--- src/rtl/vpu_src_port_burst_ctrl.sv ---
// Purpose: expands one operand-read request into a linear burst of SRAM read
// Latency: first request 2 cycles after start, then 1 beat/cycle; data->FIFO same cycle
// Backpressure: issue gated by the outstanding-read credit and the operand FIFO free space
//
// Ports:
//   clk, rst                  clock, synchronous active-high reset
//   start_i/rvalid_i          start pulse and operand-read enable from the VPU controller
//   raddr_i/rlen_i            burst base address {bank,row} and beat count minus one
//   done_o/busy_o             idle / not-idle status
//   operand_fifo_*            returned read data and write strobe to the operand FIFO
//   fifo_space_i              free entries in the operand FIFO
//   sram_*                    SRAM interconnect read request/response port
module vpu_src_port_burst_ctrl #(
  parameter int BANK_CNT_LG2   = 2,
  parameter int BANK_DEPTH_LG2 = 10,
  parameter int ADDR_WIDTH     = BANK_CNT_LG2 + BANK_DEPTH_LG2,
  parameter int DATA_WIDTH     = 256,
  parameter int MAX_BEATS      = 16,
  parameter int MAX_OUTST      = 4,
  parameter int LEN_W          = $clog2(MAX_BEATS),
  parameter int SPACE_W        = 8
) (
  input  logic                      clk,
  input  logic                      rst,
  input  logic                      start_i,
  input  logic                      rvalid_i,
  input  logic [ADDR_WIDTH-1:0]     raddr_i,
  input  logic [LEN_W-1:0]          rlen_i,
  output logic                      done_o,
  output logic                      busy_o,
  output logic [DATA_WIDTH-1:0]     operand_fifo_wdata_o,
  output logic                      operand_fifo_wren_o,
  input  logic [SPACE_W-1:0]        fifo_space_i,
  output logic                      sram_req_o,
  input  logic                      sram_ack_i,
  output logic [BANK_CNT_LG2-1:0]   sram_rid_o,
  output logic [BANK_DEPTH_LG2-1:0] sram_addr_o,
  output logic                      sram_reb_o,
  output logic                      sram_rlast_o,
  input  logic [DATA_WIDTH-1:0]     sram_rdata_i,
  input  logic                      sram_rvalid_i
);

  localparam int BEAT_W = LEN_W + 1;
  localparam int OUT_W  = $clog2(MAX_OUTST + 1);

  typedef enum logic [1:0] {IDLE, ISSUE, DRAIN} state_t;

  state_t                    state_q, state_d;
  logic [ADDR_WIDTH-1:0]     cur_addr_q, cur_addr_d;
  logic [BEAT_W-1:0]         beats_q, beats_d;
  logic [BEAT_W-1:0]         issued_q, issued_d;
  logic [BEAT_W-1:0]         returned_q, returned_d;
  logic [OUT_W-1:0]          outst_q, outst_d;
  logic                      req_q, req_d;
  logic [BANK_CNT_LG2-1:0]   rid_q, rid_d;
  logic [BANK_DEPTH_LG2-1:0] addr_q, addr_d;
  logic                      reb_q, reb_d;
  logic                      rlast_q, rlast_d;

  logic             ack;
  logic             rsp;
  logic [OUT_W-1:0] outst_nxt;
  logic             elig;

  assign ack = req_q & sram_ack_i;
  // Responses arriving while idle belong to an aborted burst and are discarded.
  assign rsp = sram_rvalid_i & (state_q != IDLE);

  // Credit check uses the count as it will stand after this edge, so an ack
  // retires its own request into the outstanding count before the next beat
  // is judged, and a same-cycle response frees its slot immediately.
  assign outst_nxt = outst_q + OUT_W'(ack) - OUT_W'(rsp);
  assign elig      = (int'(outst_nxt) < MAX_OUTST) && (int'(outst_nxt) < int'(fifo_space_i));

  always_comb begin
    state_d    = state_q;
    cur_addr_d = cur_addr_q;
    beats_d    = beats_q;
    issued_d   = issued_q;
    returned_d = returned_q;
    outst_d    = outst_nxt;
    req_d      = req_q;
    rid_d      = rid_q;
    addr_d     = addr_q;
    reb_d      = reb_q;
    rlast_d    = rlast_q;

    unique case (state_q)
      IDLE: begin
        if (start_i && rvalid_i) begin
          cur_addr_d = raddr_i;
          beats_d    = BEAT_W'(rlen_i) + BEAT_W'(1);
          issued_d   = '0;
          returned_d = '0;
          state_d    = ISSUE;
        end
      end
      ISSUE: begin
        if (ack) begin
          issued_d = issued_q + BEAT_W'(1);
        end
        // Request fields may only change when nothing is pending or the
        // pending beat is being accepted; otherwise they hold.
        if (!req_q || ack) begin
          if ((issued_d < beats_q) && elig) begin
            req_d            = 1'b1;
            reb_d            = 1'b0;
            {rid_d, addr_d}  = cur_addr_q;
            rlast_d          = (issued_d == beats_q - BEAT_W'(1));
            // Plain binary increment: row overflow carries into bank and the
            // top address wraps to zero.
            cur_addr_d       = cur_addr_q + ADDR_WIDTH'(1);
          end else begin
            req_d   = 1'b0;
            reb_d   = 1'b1;
            rid_d   = '0;
            addr_d  = '0;
            rlast_d = 1'b0;
          end
        end
        if (ack && (issued_d == beats_q)) begin
          state_d = DRAIN;
        end
      end
      DRAIN: begin
      end
      default: begin
        state_d = IDLE;
      end
    endcase

    if (rsp) begin
      returned_d = returned_q + BEAT_W'(1);
      if ((state_q == DRAIN) && (returned_d == beats_q)) begin
        state_d = IDLE;
      end
    end
  end

  always_ff @(posedge clk) begin
    if (rst) begin
      state_q    <= IDLE;
      cur_addr_q <= '0;
      beats_q    <= '0;
      issued_q   <= '0;
      returned_q <= '0;
      outst_q    <= '0;
      req_q      <= 1'b0;
      rid_q      <= '0;
      addr_q     <= '0;
      reb_q      <= 1'b1;
      rlast_q    <= 1'b0;
    end else begin
      state_q    <= state_d;
      cur_addr_q <= cur_addr_d;
      beats_q    <= beats_d;
      issued_q   <= issued_d;
      returned_q <= returned_d;
      outst_q    <= outst_d;
      req_q      <= req_d;
      rid_q      <= rid_d;
      addr_q     <= addr_d;
      reb_q      <= reb_d;
      rlast_q    <= rlast_d;
    end
  end

  assign done_o               = (state_q == IDLE);
  assign busy_o               = (state_q != IDLE);
  assign operand_fifo_wren_o  = rsp;
  assign operand_fifo_wdata_o = sram_rdata_i;
  assign sram_req_o           = req_q;
  assign sram_rid_o           = rid_q;
  assign sram_addr_o          = addr_q;
  assign sram_reb_o           = reb_q;
  assign sram_rlast_o         = rlast_q;

  a_rsp_has_outst: assert property (@(posedge clk) disable iff (rst)
    (sram_rvalid_i && (state_q != IDLE)) |-> (outst_q != '0));
  a_wren_has_space: assert property (@(posedge clk) disable iff (rst)
    operand_fifo_wren_o |-> (fifo_space_i != '0));
  a_outst_bound: assert property (@(posedge clk) disable iff (rst)
    int'(outst_q) <= MAX_OUTST);

endmodule

--- config.mk ---
export PLATFORM = sky130hd
export DESIGN_NAME = vpu_src_port_burst_ctrl
export DESIGN_NICKNAME = d
export VERILOG_FILES = /design/src/rtl/vpu_src_port_burst_ctrl.sv
export SDC_FILE = /design/constraint.sdc
export NUM_CORES = 1
export LEC_CHECK = 0
export BUFFER_PORTS_ARGS = -buffer_cell sky130_fd_sc_hd__buf_2
export CAP_MARGIN = 20
export CORE_AREA = 2 2 215 217
export CTS_CLUSTER_DIAMETER = 60
export DETAILED_ROUTE_END_ITERATION = 8
export DIE_AREA = 0 0 217 219
export PLACE_DENSITY = 0.36
export SYNTH_ARGS = -nofsm -noshare
export SYNTH_HDL_FRONTEND = slang
export SYNTH_SLANG_ARGS = --single-unit
--- constraint.sdc ---
create_clock -name clk -period 6.3 [get_ports clk]
set_input_delay 0.945 -clock clk [delete_from_list [all_inputs] [get_ports clk]]
set_output_delay 0.945 -clock clk [all_outputs]
set_load 0.03 [all_outputs]
**After elaboration in Yosys (flattened, before gate mapping)**

Index checks and enable logic that the tools add are counted.

- Register bits after elaboration: 47
- Bits of input ports: 286
- Output and inout bits: 274
- Word-level logic and storage cells: 68

- Add/sub/neg operators: 7
- Magnitude comparators: 3
- Equal/unequal tests: 8
- Muxes and demuxes: 20
- Bitwise gates (word level): 2
- Reduce and logical (&&, ||, !) cells: 17

Operators with widths:

| cell | count |
|---|---|
| $mux 12 | 3 |
| $mux 5 | 5 |
| $pmux 12 s2 | 1 |
| $eq 5x5->1 | 3 |
| $add 12x1->12 const B | 1 |
| $add 5x1->5 const B | 2 |
| $mux 10 | 1 |
| $mux 2 | 5 |
| $pmux 5 s2 | 1 |
| $lt 3x8->1 | 1 |
| $reduce_and 2->1 | 4 |
| $reduce_bool 2->1 | 4 |
| $pmux 2 s3 | 1 |
| $add 4x1->5 const B | 1 |
| $logic_and 1x1->1 | 5 |
| $lt 5x5->1 | 1 |
| $sub 5x1->5 const B | 1 |
| $ne 2x2->1 const B | 2 |
| $reduce_and 4->1 | 1 |
| $add 3x1->3 | 1 |
| $lt 3x3->1 const B | 1 |
| $mux 1 | 3 |
| $sub 3x1->3 | 1 |
| $and 1x1->1 | 2 |
| other kinds (6) | 6 |

**Logic depth before layout (Yosys ltp)**

Gate-level depths: netlist (run 1).

- Word-level depth: 9
- Gate-level depth with buffers: 19
- Depth with buffers taken out: 17

**Worst setup path before layout (run 1)**

Ideal clock, no wire load.

- Path kind: reg-to-reg
- Start point: register state_q[0]
- End point: register cur_addr_q[3]
- Library setup time: 0.137 ns
- Data arrival time: 3.574 ns
- Required time: 6.163 ns
- Setup slack: 2.589 ns
- Cell stages (with the launch flop): 19
- Path buffers: 1
- Clock period less this slack: 3.711 ns
- Path through: dfxtp_1 -> nor2_1 -> inv_2 -> nand2_1 -> inv_2 -> xnor2_1 -> ha_1 -> inv_1 -> fa_1 -> xnor2_1 -> xnor2_1 -> ha_1 -> a21oi_1 -> o21ai_0 -> nand3_1 -> a31oi_1 -> buf_2 -> a21oi_1 -> o32ai_2

- Elaborated cells on any way between the ends: 15
- Classes of those cells: add/sub (1); order compare (2); eq/ne (4); mux (1); bitwise (1); reduce/logical (6)

RTL lines:

| what | RTL line | text |
|---|---|---|
| start, declared | 49 | `state_t state_q, state_d;` |
| start signal, assigned | 155 | `state_q <= state_d;` |
| $logic_not 2->1 * | n/a |  |
| named net done_o | 29 | `output logic done_o,` |
| $ne 2x1->1 (no line) / $reduce_bool 2->1 (equally long branches) | n/a |  |
| $reduce_and 4->1 (no line) | n/a |  |
| end signal, assigned | 156 | `cur_addr_q <= cur_addr_d;` |
| end, declared | 50 | `logic [ADDR_WIDTH-1:0] cur_addr_q, cur_addr_d;` |

The timed path passes the listed nets; every way through them passes the cells marked *.
A chain may end at the register's enable or synchronous reset.

**Final worst setup path (run 1)**

- Start point: input sram_rvalid_i
- End point: register cur_addr_q[5]

- Longest elaborated chain between the ends: 7
- Elaborated cells on any way between the ends: 8
- Classes of those cells: add/sub (1); order compare (2); eq/ne (1); bitwise (1); reduce/logical (3)

RTL lines:

| what | RTL line | text |
|---|---|---|
| start, declared | 41 | `input logic sram_rvalid_i` |
| $and 1x1->1 * | 68 | `assign rsp = sram_rvalid_i & (state_q != IDLE);` |
| $sub 3x1->3 * | 73 | `assign outst_nxt = outst_q + OUT_W'(ack) - OUT_W'(rsp);` |
| named net outst_d[2] | 54 | `logic [OUT_W-1:0] outst_q, outst_d;` |
| $lt 3x8->1 / $lt 3x3->1 (equally long branches) | 74 | `assign elig = (int'(outst_nxt) < MAX_OUTST) && (int'(outst_nxt) < int'(fifo_space_i));` |
| $logic_and 1x1->1 * | 74 |  |
| $logic_and 1x1->1 * | 106 | `if ((issued_d < beats_q) && elig) begin` |
| $ne 2x2->1 (no line) * | n/a |  |
| $reduce_and 4->1 (no line) * | n/a |  |

Marks and branches as above.

==> results.json, run 1 <==
{
  "reg2reg_from": "state_q[0]",
  "stdcell_count": 984,
  "gp_congestion": 0.684,
  "clk_path_buf_depth": 2,
  "fill_cells": 5304,
  "std_cell_rows": 78,
  "syn_inst": 598,
  "grt_pass1_vias": 2781,
  "dpl-instance-area_sq_um": 3620,
  "diodes": 0,
  "vdd.ir_drop.worst_mv": 0.0968,
  "antenna_left": 0,
  "initial_utilization_pct": 10.2,
  "drtIter0Drc": 107,
  "r2r_slack_ns": 2.47,
  "rsz0062_at_grt": "no",
  "cts_buffers": 5,
  "cts.sinks": 47,
  "reg2reg_depth": 17,
  "dp_cells": 976,
  "cp-startpoint": "sram_rvalid_i",
  "finalCritPeriodShare_pct": 62.6,
  "hpwl_microns": 11500,
  "clk_pin_slew_worst_paths_ns": 0.06,
  "via_per_inst": 2.93,
  "setup_tns_ns": 0,
  "hold_buffers": 0,
  "worstMarginPinSlew_ns": 0.857,
  "yosysSeqAreaShare_pct": 20.5,
  "setup_viol": 0,
  "worstSkewPairLatency_ns": 0.31,
  "share_comb_of_total_power_pct": 16.9,
  "slew_headroom_pct": 42.9,
  "die_w_microns": 217,
  "clock-skew-final_ns": 0.0103,
  "first_pass_iters": 4,
  "syn-mean-instance-area_sq_um": 7.69,
  "grt_pass1_wl_microns": 19600,
  "cts_resized": 0,
  "pre_cts_ws_ns": 1.95,
  "synthArstFlopShare_pct": 0,
  "clkPwrFrac_pct": 41.5,
  "wl_per_cell_microns": 14.7,
  "final_nets": 683,
  "grt_max_degree": 55,
  "post-route-min-period_ns": 3.94,
  "ios": 560,
  "hold-path-endpoint": "sram_addr_o[4]",
  "swShare_pct": 28.4,
  "r2r_end": "cur_addr_q[5]",
  "p_leak_nw": 1.25,
  "finalWirelength_microns": 14400,
  "vias": 2887,
  "critical_path_class": "input port to flip-flop",
  "drive_gt1_share_pct": 19.0,
  "root_buffer": "clkbuf_16",
  "core_region_area_sq_um": 45100,
  "yosys.area.top_type": "buf_4",
  "drc": 0,
  "max-cap-violations": 0,
  "numPortBuffers": 47,
  "grt_use_total_pct": 5.82,
  "cts_tree": "done",
  "die_h_microns": 219,
  "p_per_area_nw_per_um2": 206,
  "hold_viol": 0,
  "worst_slack_ns": 2.36,
  "ys_ff_latch": 47,
  "final_area_sq_um": 3790,
  "synth.net_count": 898,
  "synth_top_cell_area_share_pct": 42.1,
  "yosysWarnings": 0,
  "antenna_found_initial": 6,
  "synth-edff-count": 0,
  "cp.required_ns": 6.53,
  "cts_setup_buffers": 0,
  "max_clock_freq_ghz": 0.254,
  "synth_area_sq_um": 4600,
  "yosys.cell_types.count": 46,
  "p_switching_uw": 221,
  "ys.flop_type": "dfxtp_1",
  "slew_viol_final": 0,
  "p_int_uw": 559,
  "hp-class": "flip-flop to flip-flop",
  "crit_fanout": 17,
  "area_delta_synth_final_pct": -17.5,
  "startpoint_type": "input port",
  "overflow": 0,
  "whs_path_depth": 2,
  "yosys-top-cells-area": "buf_4 42%, dfxtp_1 20%, a21oi_1 4.9%",
  "power_frac_seq_pct": 41.6,
  "dieArea_sq_um": 47500,
  "min_from": "sram_addr_o[4]",
  "cts_max_level": 2,
  "end_kind": "flip-flop",
  "cp_data_arrival_time_ns": 4.17,
  "status": "finished clean"
}
-- placed cells by master (no fill, tap or decap), types with 3 or more instances in the layout --
cell and n:
a211oi_1 3, a21o_1 3, a21oi_1 45, and3_1 3
buf_2 47, buf_4 4, clkbuf_16 5, dfxtp_1 47
ha_1 13, inv_1 12, inv_2 3, nand2_1 49
nand2b_1 7, nand3_1 13, nand4_1 4, nor2_1 30
nor2b_1 10, nor3_1 12, nor4_1 3, o21ai_0 7
o21ai_1 5, o32ai_2 6, or3_1 4, xnor2_1 15
xor2_1 6
-- synth_stat cells, drive strengths merged (2+ instances only) --
| cell | n |
|---|---|
| nor2 | 30 |
| or2 | 2 |
| a31oi | 3 |
| a21o | 3 |
| a21oi | 46 |
| nand2 | 49 |
| o31ai | 2 |
| nor4 | 4 |
| dfxtp | 47 |
| a211oi | 3 |
| nand3b | 2 |
| and3 | 3 |
| o32ai | 6 |
| xor2 | 6 |
| inv | 15 |
| nand3 | 13 |
| nand2b | 7 |
| xnor2 | 15 |
| buf | 261 |
| o21bai | 2 |
| ha | 13 |
| clkbuf | 12 |
| a311oi | 2 |
| or3 | 4 |
| nor3 | 12 |
| nor2b | 10 |
| o21ai | 13 |
| nand4 | 4 |
-- cell families (layout without fill, tap and decap cells) --
group	Yosys count	count (layout)	share of synthesized area [%]
muxes	1	1	0.218
and+or+nand+nor	143	143	14.7
adders and majority gates	14	14	3.97
AOI/OAI and AO/OA	84	84	11.8
xor gates and xnor gates	21	21	4.00
buffers and inverters	288	74	44.8
DFF	47	47	20.5
-- through the flow --
stage          utilization, %  hold slack, ns  power (mW)
5_1_grt                  8.41           0.462       0.825
4_1_cts                  8.41           0.453       0.801
3_3_place_gp             8.03           0.439       0.469
3_5_place_dp             8.03           0.443       0.468
2_1_floorplan               -           0.450       0.728
6_report                 8.41           0.448       0.781
-- power groups by stage --
stage / sequential (mW) / clock (mW) / combinational [mW]
6_report: 0.325 / 0.324 / 0.132
5_1_grt: 0.327 / 0.347 / 0.151
4_1_cts: 0.326 / 0.339 / 0.136
3_5_place_dp: 0.333 / 0 / 0.135
3_3_place_gp: 0.333 / 0 / 0.136
2_1_floorplan: 0.330 / 0 / 0.398
-- layout make-up --
class | instances | area, sq um | share of cell area [%]
timing repair buffer | 51 | 265 | 6.99
tap | 600 | 751 | 19.8
inverter | 15 | 56.3 | 1.48
clock buffer | 6 | 139 | 3.66
multi-input combinational | 263 | 1610 | 42.3
clock inverter | 2 | 35.0 | 0.924
sequential | 47 | 941 | 24.8
-- worst max path at each step --
stage               cells past startpoint             to  slack, ns
floorplan                              18  cur_addr_q[3]       2.59
global placement                       15  cur_addr_q[7]       2.01
detailed placement                     15  cur_addr_q[7]       1.95
CTS                                    16  cur_addr_q[7]       2.27
global route                           15  cur_addr_q[5]       1.94
finish                                 16  cur_addr_q[5]       2.36
-- registers in the layout (all words and copies together) (netlist names) --
signal / flops
beats_q: 5
cur_addr_q: 12
issued_q: 5
outst_q: 3
returned_q: 5
sram_addr_o: 10
sram_reb_o: 1
sram_req_o: 1
sram_rid_o: 2
sram_rlast_o: 1
state_q: 2
-- critical path, cell delays in order --
cell	delay, ns
buf_2	0.11
nand2_1	0.18
inv_2	0.11
xnor2_1	0.17
ha_1	0.16
inv_1	0.04
fa_1	0.37
xnor2_1	0.15
xnor2_1	0.28
ha_1	0.31
a21oi_1	0.12
o21ai_0	0.09
nand3_1	0.12
and3_1	0.66
o21ai_0	0.20
a21oi_1	0.15
-- per-layer routing --
| layer | part of all wire, % | routed length (microns) | global-route usage (%) |
|---|---|---|---|
| met1 | 30 | 4370 | 4.94 |
| met2 | 45 | 6450 | 9.14 |
| met3 | 15 | 2110 | 3.34 |
| met4 | 9.5 | 1370 | 6.32 |
| met5 | 0.83 | 119 | 0.833 |
Power figures use the tool's default switching activity.
==> run 2: changes to the inputs <==
clock period = 3.75 ns   (was 6.3 ns; I/O delays follow)
==> results.json, run 2 (synthesis gave the netlist of run 1 again) <==
{
  "core_region_area_sq_um": 45100,
  "cts_tree": "done",
  "startpoint_type": "flip-flop",
  "mostFrequentLayoutCells": "49 x nand2_1, 47 x dfxtp_1, 47 x buf_2",
  "finalWirelength_microns": 14800,
  "cts_resized": 0,
  "slowest_stage": "fa_1",
  "antenna_left": 0,
  "clk_path_buf_depth": 2,
  "worstMarginPinSlew_ns": 0.916,
  "status": "finished clean",
  "end_kind": "flip-flop",
  "slew_viol_final": 0,
  "cts.sinks": 47,
  "path_common_cell": "xnor2_1",
  "cts_buffers": 5,
  "regMostFlops": "cur_addr_q",
  "max-cap-violations": 0,
  "dieArea_sq_um": 47500,
  "via_per_inst": 2.96,
  "path_cells": "nor2_2 -> inv_2 -> nand2_1 -> inv_2 -> xnor2_1 -> ha_1 -> inv_1 -> fa_1 -> xnor2_1 -> xnor2_1 -> ha_1 -> a21oi_1 -> o21ai_0 -> nand3_1 -> a31oi_2 -> buf_12 -> o21ai_1 -> o31ai_1",
  "gp_congestion": 0.667,
  "ios": 560,
  "grt_pass1_wl_microns": 20600,
  "overflow": 0,
  "max_clock_freq_ghz": 0.297,
  "grt_use_total_pct": 6.02,
  "grt_max_degree": 44,
  "setup_viol": 0,
  "initial_utilization_pct": 10.2,
  "rsz0062_at_grt": "no",
  "wl_per_cell_microns": 15.0,
  "final_nets": 688,
  "hp-class": "flip-flop to flip-flop",
  "drive_gt1_share_pct": 20.1,
  "die_w_microns": 217,
  "hold_viol": 0,
  "final_area_sq_um": 3830,
  "hold_buffers": 0,
  "crit_fanout": 21,
  "path_buf_inv": 4,
  "root_buffer": "clkbuf_16",
  "fill_cells": 5318,
  "finalCritPeriodShare_pct": 89.7,
  "cts_setup_buffers": 0,
  "diodes": 0,
  "first_pass_iters": 4,
  "critical_path_class": "flip-flop to flip-flop",
  "final_common_cell": "nand2_1",
  "cp_top_family": "adder cells",
  "largest_reg_flops": 12,
  "whs_ns": 0.449,
  "slew_headroom_pct": 38.9,
  "worstSkewPairLatency_ns": 0.30,
  "grt_pass1_vias": 3015,
  "antenna_found_initial": 5,
  "cp.required_ns": 3.90,
  "p_per_area_nw_per_um2": 332,
  "area_delta_synth_final_pct": -16.8,
  "dpl-instance-area_sq_um": 3670,
  "cp_data_arrival_time_ns": 3.51,
  "clock-skew-final_ns": 0.00444,
  "vias": 2924,
  "p_leak_nw": 1.27,
  "clk_pin_slew_worst_paths_ns": 0.07,
  "vdd.ir_drop.worst_mv": 0.146,
  "cts_max_level": 2,
  "drtIter0Drc": 124,
  "die_h_microns": 219,
  "drc": 0,
  "std_cell_rows": 78,
  "setup_tns_ns": 0,
  "post-route-min-period_ns": 3.36,
  "hpwl_microns": 11900,
  "critPathMaxStageDelay_ns": 0.37,
  "numPortBuffers": 47
}
## run 2: cell types whose count changed in the layout (fill, tap and decap cells not counted), sizes merged
cell    delta
buf        +5
bufinv     -1
clkinv     -1
clkbuf     +2
## run 2: power by group
group	switching (mW)	internal, mW
sequential	0.0230	0.521
clock	0.206	0.285
combinational	0.142	0.0943
total	0.371	0.900
## run 2: worst min-delay path, delay by kind of cell (launching register included)
family	cells	cell delay (ns)
compound gates	1	0.05
simple gates	1	0.05
flops	1	0.31
## run 2: worst paths after layout
check	cells past startpoint	to	startpoint	slack (ns)
hold reg to reg	2	sram_addr_o[2]	sram_addr_o[2]	0.45
hold / removal	2	sram_addr_o[2]	sram_addr_o[2]	0.45
setup reg to reg	18	cur_addr_q[9]	state_q[0]	0.39
setup / recovery	18	cur_addr_q[9]	state_q[0]	0.39
## run 2: area by class of cell
| type | count | area (sq um) | share of cell area, % |
|---|---|---|---|
| Clock buffer | 8 | 156 | 4.09 |
| Inverter | 15 | 56.3 | 1.47 |
| Multi-Input combinational cell | 263 | 1610 | 42.0 |
| Sequential cell | 47 | 941 | 24.6 |
| Tap cell | 600 | 751 | 19.6 |
| Timing Repair Buffer | 56 | 315 | 8.24 |
## run 2: per-layer routing
metal / wire, microns / up-vias / track usage [%]
met5: 68 / - / 0
met4: 1350 / 10 / 6.19
met3: 2000 / 145 / 3.26
met2: 6850 / 228 / 9.93
met1: 4530 / 1262 / 5.03
li1: - / 1279 / -
## run 2: metrics by stage
step           utilization, %  worst slack (ns)  std cells  total power, mW
6_report                 8.49             0.386        989             1.27
5_1_grt                  8.49           0.00311        989             1.35
4_1_cts                  8.48             0.284        989             1.30
3_5_place_dp             8.14             0.259        981            0.797
3_3_place_gp             8.14             0.314        981            0.796
2_1_floorplan               -            0.0393        598             1.22
==> run 3: changes to the inputs <==
CTS_BUF_LIST = sky130_fd_sc_hd__clkbuf_4 sky130_fd_sc_hd__clkbuf_8   (was default)
==> results.json, run 3 (synthesis gave the netlist of run 1 again) <==
{
  "status": "finished clean",
  "worstMarginPinSlew_ns": 0.918,
  "slew_headroom_pct": 38.8,
  "critical_path_class": "flip-flop to flip-flop",
  "startpoint_type": "flip-flop",
  "antenna_found_initial": 5,
  "hp-class": "flip-flop to flip-flop",
  "slew_viol_final": 0,
  "drtIter0Drc": 105,
  "drc": 0,
  "multi_input_area_sq_um": 1610,
  "cp.required_ns": 3.92,
  "die_w_microns": 217,
  "stdcell_count": 989,
  "cts_tree": "done",
  "finalCritPeriodShare_pct": 89.5,
  "vdd.ir_drop.worst_mv": 0.118,
  "clock-skew-final_ns": 0.00570,
  "root_buffer": "clkbuf_8",
  "first_pass_iters": 4,
  "fill_cells": 5325,
  "drive_gt1_share_pct": 20.3,
  "setup_viol": 0,
  "max_clock_freq_ghz": 0.298,
  "overflow": 0,
  "cp_data_arrival_time_ns": 3.52,
  "wl_per_cell_microns": 15.0,
  "ios": 560,
  "max-cap-violations": 0,
  "cts.sinks": 47,
  "initial_utilization_pct": 10.2,
  "via_per_inst": 2.95,
  "grt_max_degree": 44,
  "core_region_area_sq_um": 45100,
  "dieArea_sq_um": 47500,
  "p_leak_nw": 1.25,
  "post-route-min-period_ns": 3.35,
  "final_common_cell": "nand2_1",
  "largest_reg_flops": 12,
  "clk_pin_slew_worst_paths_ns": 0.09,
  "setup_tns_ns": 0,
  "end_kind": "flip-flop",
  "antenna_left": 0,
  "rsz0062_at_grt": "no",
  "cts_buffers": 5,
  "std_cell_rows": 78,
  "cts_max_level": 2,
  "hold_buffers": 0,
  "mostFrequentLayoutCells": "49 x nand2_1, 47 x dfxtp_1, 47 x buf_2",
  "report.power.total_mw": 1.15,
  "grt_pass1_vias": 3014,
  "grt_pass1_wl_microns": 20500,
  "hold_viol": 0,
  "final_nets": 688,
  "dp_cells": 981,
  "regMostFlops": "cur_addr_q",
  "whs_ns": 0.452,
  "crit_fanout": 21,
  "diodes": 0,
  "die_h_microns": 219,
  "hpwl_microns": 11900,
  "regArea_sq_um": 941,
  "worstSkewPairLatency_ns": 0.31,
  "vias": 2913,
  "gp_congestion": 0.667,
  "numPortBuffers": 47,
  "clk_path_buf_depth": 2,
  "area_delta_synth_final_pct": -17.8,
  "grt_use_total_pct": 6.00,
  "finalWirelength_microns": 14800,
  "p_per_area_nw_per_um2": 303
}
[run 3: cell counts in the layout (fill, tap and decap cells not counted)]
No cell type changed its count.
[run 3: layer usage]
metal  share of wire, %  global-route usage (%)  vias up  routed length, microns
met4                9.1                    6.05       10                    1350
li1                   -                       -     1272                       -
met3                 14                    3.30      144                    2010
met1                 31                    5.05     1261                    4550
met5               0.46                       0        -                      68
met2                 46                    9.88      226                    6840
[run 3: worst paths after layout]
kind                   from              to  slack, ns  depth (start not counted)
min reg2reg  sram_addr_o[2]  sram_addr_o[2]       0.45                          2
max reg2reg      state_q[0]   cur_addr_q[9]       0.40                         18
min          sram_addr_o[2]  sram_addr_o[2]       0.45                          2
max              state_q[0]   cur_addr_q[9]       0.40                         18
[run 3: layout make-up]
class,count,share of cell area [%]
Sequential cell,47,24.9
Inverter,15,1.49
Tap cell,600,19.9
Multi-Input combinational cell,263,42.7
Timing Repair Buffer,56,8.34
Clock buffer,8,2.75
[run 3: power breakdown]
part           leakage [nW]  total, mW  internal (mW)  switching, mW
Combinational         0.818      0.237         0.0947          0.142
Sequential            0.381      0.544          0.521         0.0234
Clock                0.0549      0.364          0.176          0.188
[run 3: metrics by stage]
stage	setup WS, ns	cell area [sq um]	utilization, %
6_report	0.396	3780	8.38
5_1_grt	0.0277	3780	8.38
4_1_cts	0.276	3770	8.37
3_5_place_dp	0.259	3670	8.14
3_3_place_gp	0.314	3670	8.14
2_1_floorplan	0.0393	4600	-
[run 3: timing repair]
action	4_1_cts	5_1_grt
setup endpoints to repair	0	13
endpoints found under the hold margin	0	0
buffers inserted	0	0
gates resized for setup	0	2
[run 3: critical path, cell delays in order (launching register included)]
cell     delay, ns
dfxtp_1       0.36
nor2_4        0.16
inv_2         0.05
nand2_1       0.09
inv_2         0.09
xnor2_1       0.17
ha_1          0.16
inv_1         0.05
fa_1          0.37
xnor2_1       0.15
xnor2_1       0.29
ha_1          0.31
a21oi_1       0.12
o21ai_0       0.09
nand3_1       0.14
a31oi_2       0.16
buf_12        0.20
o21ai_1       0.17
o31ai_1       0.10
